<file path="config.mk">
export PLATFORM = sky130hd
export DESIGN_NAME = pc_sequencer_flat
export DESIGN_NICKNAME = d
export VERILOG_FILES = /design/src/rtl/pc_sequencer_if.sv /design/src/rtl/pc_sequencer.sv /design/src/flat_wrapper.sv
export SDC_FILE = /design/constraint.sdc
export NUM_CORES = 1
export LEC_CHECK = 0
export ABC_AREA = 1
export BUFFER_PORTS_ARGS = -buffer_cell sky130_fd_sc_hd__clkbuf_2
export CAP_MARGIN = 20
export CORE_MARGIN = 2
export CORE_UTILIZATION = 45
export CTS_BUF_LIST = sky130_fd_sc_hd__clkbuf_2 sky130_fd_sc_hd__clkbuf_4 sky130_fd_sc_hd__clkbuf_8
export DETAILED_ROUTE_END_ITERATION = 10
export PLACE_DENSITY = 0.73
export SYNTH_ARGS = -nofsm -noshare
export SYNTH_HDL_FRONTEND = slang
export SYNTH_SLANG_ARGS = --single-unit
export TNS_END_PERCENT = 50
</file>
<file path="constraint.sdc">
create_clock -name CLK -period 2 [get_ports CLK]
set_input_delay 0.4 -clock CLK [delete_from_list [all_inputs] [get_ports CLK]]
set_output_delay 0.4 -clock CLK [all_outputs]
set_load 0.01 [all_outputs]
</file>
<file path="src/rtl/pc_sequencer_if.sv">
// pc_sequencer_if
//   Control/status bundle between the halt controller side (master) and
//   the program-counter sequencer (slave).
//   master drives : H, JUMP, BRANCH, COND, CALL, RET, TARGET
//   slave drives  : PC, FETCH_VALID, LEVEL, STK_OVF, STK_UNF
interface pc_sequencer_if #(
  parameter int AW  = 8,
  parameter int SPW = 3
);
  logic          H;
  logic          JUMP;
  logic          BRANCH;
  logic          COND;
  logic          CALL;
  logic          RET;
  logic [AW-1:0] TARGET;
  logic [AW-1:0] PC;
  logic          FETCH_VALID;
  logic [SPW-1:0] LEVEL;
  logic          STK_OVF;
  logic          STK_UNF;

  modport master (
    output H, JUMP, BRANCH, COND, CALL, RET, TARGET,
    input  PC, FETCH_VALID, LEVEL, STK_OVF, STK_UNF
  );

  modport slave (
    input  H, JUMP, BRANCH, COND, CALL, RET, TARGET,
    output PC, FETCH_VALID, LEVEL, STK_OVF, STK_UNF
  );
endinterface

</file>
<file path="src/rtl/pc_sequencer.sv">
// pc_sequencer
//   Program-counter sequencer gated by the halt controller's H signal.
//   While H=1 all state is frozen; each posedge with H=0 performs exactly
//   one action by priority RET > CALL > JUMP > taken BRANCH > increment,
//   and keeps a small return-address stack.
// Ports
//   CLK   : clock, all state updates on posedge
//   RESET : synchronous, active-low reset (overrides H and controls)
//   bus   : pc_sequencer_if.slave -- controls in; PC, FETCH_VALID, LEVEL,
//           STK_OVF, STK_UNF out (all registered)
module pc_sequencer #(
  parameter int AW          = 8,
  parameter int STACK_DEPTH = 4,
  parameter int SPW         = 3
) (
  input  logic               CLK,
  input  logic               RESET,
  pc_sequencer_if.slave      bus
);

  logic [AW-1:0]  pc_q, pc_d;
  logic [SPW-1:0] level_q, level_d;
  logic           fv_q, fv_d;
  logic           ovf_q, ovf_d;
  logic           unf_q, unf_d;
  logic [AW-1:0]  stack_q [STACK_DEPTH];

  logic [AW-1:0]  pc_inc_s;
  logic [AW-1:0]  top_s;
  logic           push_en_s;

  // Incremented PC wraps naturally modulo 2^AW; also used as return address.
  assign pc_inc_s = pc_q + AW'(1);

  // Top-of-stack select: one-hot match on LEVEL-1, OR-combined.
  always_comb begin
    top_s = '0;
    for (int i = 0; i < STACK_DEPTH; i++) begin
      top_s = top_s | (stack_q[i] & {AW{level_q == SPW'(i + 1)}});
    end
  end

  // Next-state selection for PC, stack level, flags and fetch strobe.
  always_comb begin
    pc_d      = pc_q;
    level_d   = level_q;
    ovf_d     = ovf_q;
    unf_d     = unf_q;
    fv_d      = 1'b0;
    push_en_s = 1'b0;
    if (bus.H) begin
      fv_d = 1'b0;
    end else begin
      fv_d = 1'b1;
      if (bus.RET) begin
        if (level_q != SPW'(0)) begin
          pc_d    = top_s;
          level_d = level_q - SPW'(1);
        end else begin
          pc_d  = pc_inc_s;
          unf_d = 1'b1;
        end
      end else if (bus.CALL) begin
        pc_d = bus.TARGET;
        if (level_q < SPW'(STACK_DEPTH)) begin
          push_en_s = 1'b1;
          level_d   = level_q + SPW'(1);
        end else begin
          ovf_d = 1'b1;
        end
      end else if (bus.JUMP || (bus.BRANCH && bus.COND)) begin
        pc_d = bus.TARGET;
      end else begin
        pc_d = pc_inc_s;
      end
    end
  end

  // Architectural state register with synchronous active-low reset.
  always_ff @(posedge CLK) begin
    if (!RESET) begin
      pc_q    <= '0;
      level_q <= '0;
      fv_q    <= 1'b0;
      ovf_q   <= 1'b0;
      unf_q   <= 1'b0;
    end else begin
      pc_q    <= pc_d;
      level_q <= level_d;
      fv_q    <= fv_d;
      ovf_q   <= ovf_d;
      unf_q   <= unf_d;
    end
  end

  // Return-address storage; contents are don't-care after reset, so no reset.
  always_ff @(posedge CLK) begin
    for (int i = 0; i < STACK_DEPTH; i++) begin
      if (RESET && push_en_s && (level_q == SPW'(i))) begin
        stack_q[i] <= pc_inc_s;
      end
    end
  end

  assign bus.PC          = pc_q;
  assign bus.FETCH_VALID = fv_q;
  assign bus.LEVEL       = level_q;
  assign bus.STK_OVF     = ovf_q;
  assign bus.STK_UNF     = unf_q;

endmodule

</file>
<file path="src/flat_wrapper.sv">
// flat-port wrapper written by rule: the top's interface ports become plain ports
module pc_sequencer_flat 
#(
  parameter int AW          = 8,
  parameter int STACK_DEPTH = 4,
  parameter int SPW         = 3
)
  (CLK, RESET, bus_H, bus_JUMP, bus_BRANCH, bus_COND, bus_CALL, bus_RET, bus_TARGET, bus_PC, bus_FETCH_VALID, bus_LEVEL, bus_STK_OVF, bus_STK_UNF);
  pc_sequencer_if #(.AW(AW), .SPW(SPW)) bus_i ();
  input  logic CLK;
  input  logic RESET;
  input wire logic [$bits(bus_i.H)-1:0] bus_H;
  input wire logic [$bits(bus_i.JUMP)-1:0] bus_JUMP;
  input wire logic [$bits(bus_i.BRANCH)-1:0] bus_BRANCH;
  input wire logic [$bits(bus_i.COND)-1:0] bus_COND;
  input wire logic [$bits(bus_i.CALL)-1:0] bus_CALL;
  input wire logic [$bits(bus_i.RET)-1:0] bus_RET;
  input wire logic [$bits(bus_i.TARGET)-1:0] bus_TARGET;
  output wire logic [$bits(bus_i.PC)-1:0] bus_PC;
  output wire logic [$bits(bus_i.FETCH_VALID)-1:0] bus_FETCH_VALID;
  output wire logic [$bits(bus_i.LEVEL)-1:0] bus_LEVEL;
  output wire logic [$bits(bus_i.STK_OVF)-1:0] bus_STK_OVF;
  output wire logic [$bits(bus_i.STK_UNF)-1:0] bus_STK_UNF;
  assign bus_i.H = bus_H;
  assign bus_i.JUMP = bus_JUMP;
  assign bus_i.BRANCH = bus_BRANCH;
  assign bus_i.COND = bus_COND;
  assign bus_i.CALL = bus_CALL;
  assign bus_i.RET = bus_RET;
  assign bus_i.TARGET = bus_TARGET;
  assign bus_PC = bus_i.PC;
  assign bus_FETCH_VALID = bus_i.FETCH_VALID;
  assign bus_LEVEL = bus_i.LEVEL;
  assign bus_STK_OVF = bus_i.STK_OVF;
  assign bus_STK_UNF = bus_i.STK_UNF;
  pc_sequencer #(.AW(AW), .STACK_DEPTH(STACK_DEPTH), .SPW(SPW)) u_core (.CLK(CLK), .RESET(RESET), .bus(bus_i));
endmodule
</file>
==> out/summary.txt <==
Synth Warn # = 0
DR WL/cell = 13.8 um
Primary FF master, synth = edfxtp_1
Worst Skew = 0.00973 ns
Max incr delay on CP = 0.42 ns
Row cnt = 26
CTS max path bufs = 2
Remaining global-route overflow = 0
Net Sw Power = 616 uW
Share of synthesized registers carrying an async set or reset = 0%
Ratio of cells with drive above 1 in the final layout = 18.8%
Hold EP = u_core.bus.FETCH_VALID$_SDFF_PN0_
Via count = 1900
Rel. slew slack = 76.5%
Worst-margin pin slew = 0.352 ns
Critical Path, Cell by Cell = inv_1 > ha_1 > nand2_1 > inv_1 > nand2_1 > nand2_1 > o21ai_0 > nand3_1 > nor2_1 > nor2_1
Hold Path Cell Cnt = 2
Synth Cell Area = 2330 um^2
Top cell type by total area after synthesis = edfxtp_1
Crit path max fanout = 6
Largest net degree at the start of global routing = 19
Clock sink count = 46
Most frequent CP cell = nand2_1
Leak Pwr = 0.00116 uW
WP data required = 2.21 ns
DRC viols = 0
Power per cell area = 777 nW/um^2
Final HPWL DP = 3910 um
CP arrival = 1.93 ns
Net count after synthesis = 291
Total GRT Usage = 18.9%
WL final = 5150 um
Post-CTS Setup Bufs = 0
Port bufs = 29
Combinational Power Share = 20.2%
RSZ-0062 raised after global routing = false
Routed Antenna Nets = 0
Fin nets = 326
Antenna violations before repair = 0
First DRT Iteration DRCs = 88
Max Slew Vio Count = 0
Reg2reg start = u_core.bus.LEVEL[1]$_SDFFE_PN0P_
Hold WC Path Type = input port to flop
Synth top area share = 41.3%
Clk pwr share = 26.6%
CTS tree = yes
Gate Count Post-Synth = 268
Clock tree root driver cell = clkbuf_8
Min Tclk post-route = 1.72 ns
Number of global-route vias before repair = 1684
Die height = 75.9 um
Post-synth top cells = nand2_1, nand3_1, edfxtp_1, nor2_1, inv_1
# diodes = 0
Number of distinct library cells after synthesis = 28
Max cap viols = 0
Flop pwr share = 53.3%
Hold Violations, Final = 0
CP Launch Type = flop
I/O pin count = 30
Delay-heaviest family, CP = simple AND/OR/NAND/NOR gates
Reg2reg path depth = 10
Worst min-delay path startpoint = bus_H
Seq/Total Area, Yosys = 53.4%
Clk slew on worst S/H paths = 0.09 ns
Total CTS buffers = 5
Pre-antenna DRT Iters = 4
Final worst path period share = 86.2%
R2R setup slack = 0.28 ns
Final Setup Violations = 0
Setup_tns = 0 ns
Syn_area_per_cell = 8.68 um^2
Max VDD drop = 400 uV
Die Area = 5760 um^2
Area Overhead vs Synth = 13.8%
Die width = 75.9 um
Top-count cell post-synth = nand2_1
Post-CTS Hold Buffers = 0
Kind of critical path = flop to flop
Clock Latency Late Sink = 0.30 ns
Cell total after placement = 366
Sw Share = 29.9%
Post-CTS Resized = 0
Fmax = 0.580 GHz
Worst flop-to-flop path endpoint = u_core.bus.PC[4]$_SDFFE_PN0N_
Crit. End Element = flop
Vias per cell = 5.08
Final non-filler cell total = 374
P_int = 1440 uW
Initial Util = 46.1%
Status = finished, final reports clean
Synth top area cells = edfxtp_1, dfxtp_1, nand2_1
Critical path buffers and inverters = 2
First-pass GRT wire length = 7800 um
Number of flops mapped to enable cells by yosys = 32
Count of state elements after synthesis = 46
Core ar. = 5040 um^2
Worst path slowest cell = dfxtp_1
H-tree depth = 2
Gpl congestion = 0.788
[routing by layer]
metal  up-vias  GRT usage (%)  wire length, um
met2        51           30.8             2490
li1        961              -                -
met3        11           3.44              239
met4         0           8.97              112
met5         -              0                0
met1       877           24.3             2300
[power by group through the flow]
stage / sequential [uW] / combinational, uW / clock [uW]
2_1_floorplan: 1120 / 284 / 0
3_3_place_gp: 1120 / 409 / 0
3_5_place_dp: 1120 / 415 / 0
4_1_cts: 1100 / 416 / 558
5_1_grt: 1100 / 465 / 589
6_report: 1100 / 415 / 546
[per-stage QoR]
| stage | total power (uW) | hold WS, ns | util (%) | worst slack [ns] | cell area [um^2] |
|---|---|---|---|---|---|
| floorplan | 1410 | 0.472 | - | 0.144 | 2330 |
| global placement | 1520 | 0.464 | 50.8 | 0.329 | 2560 |
| detailed placement | 1530 | 0.471 | 50.8 | 0.300 | 2560 |
| CTS | 2070 | 0.347 | 52.5 | 0.292 | 2650 |
| global route | 2150 | 0.367 | 52.5 | 0.108 | 2650 |
| finish | 2060 | 0.355 | 52.5 | 0.276 | 2650 |
[logic make-up (layout without fill, tap and decap cells)]
family | Yosys count | count (layout) | synth area share [%]
buffers and inverters | 36 | 72 | 6.83
AO/OA/AOI/OAI | 33 | 33 | 7.42
adder cells (fa/ha/maj) | 7 | 7 | 3.77
flip-flops | 46 | 46 | 53.4
AND/OR/NAND/NOR | 145 | 145 | 28.2
XOR/XNOR | 1 | 1 | 0.377
[worst max path at each step]
stage / to / start / cells after the start
CTS: u_core.bus.PC[6]$_SDFFE_PN0N_ / u_core.bus.LEVEL[0]$_SDFFE_PN0P_ / 9
floorplan: u_core.stack_q[3][0]$_DFFE_PP_ / u_core.bus.LEVEL[2]$_SDFFE_PN0P_ / 7
detailed placement: u_core.bus.PC[4]$_SDFFE_PN0N_ / u_core.bus.LEVEL[0]$_SDFFE_PN0P_ / 9
global placement: u_core.bus.PC[4]$_SDFFE_PN0N_ / u_core.bus.LEVEL[0]$_SDFFE_PN0P_ / 10
global route: u_core.bus.PC[4]$_SDFFE_PN0N_ / u_core.bus.LEVEL[0]$_SDFFE_PN0P_ / 10
finish: u_core.bus.PC[4]$_SDFFE_PN0N_ / u_core.bus.LEVEL[1]$_SDFFE_PN0P_ / 10
[state kept, by name (all words and copies together) (netlist names)]
signal                  count
u_core.bus.LEVEL            3
u_core.bus.STK_OVF          1
u_core.bus.PC               8
u_core.bus.FETCH_VALID      1
u_core.bus.STK_UNF          1
u_core.stack_q             32
[cell type report]
type | instances | area, um^2
clock buffers | 5 | 68.8
clock inverters | 3 | 16.3
multi-input cells | 186 | 926
repair buffers | 35 | 190
fillers | 476 | 2400
flip-flops and latches | 46 | 1240
well taps | 70 | 87.6
inverters | 29 | 116
[cells in the final DEF, fill, tap and decap left out, drive strengths merged]
| cell | instances |
|---|---|
| a21oi | 11 |
| a31oi | 1 |
| buf | 6 |
| clkbuf | 34 |
| clkinv | 2 |
| clkinvlp | 1 |
| dfxtp | 14 |
| edfxtp | 32 |
| ha | 7 |
| inv | 29 |
| nand2 | 65 |
| nand3 | 39 |
| nand4 | 4 |
| nor2 | 35 |
| o211ai | 1 |
| o21ai | 18 |
| o21bai | 1 |
| o22ai | 1 |
| or2 | 2 |
| xnor2 | 1 |
Note: power is estimated with default switching activity, not from simulation.
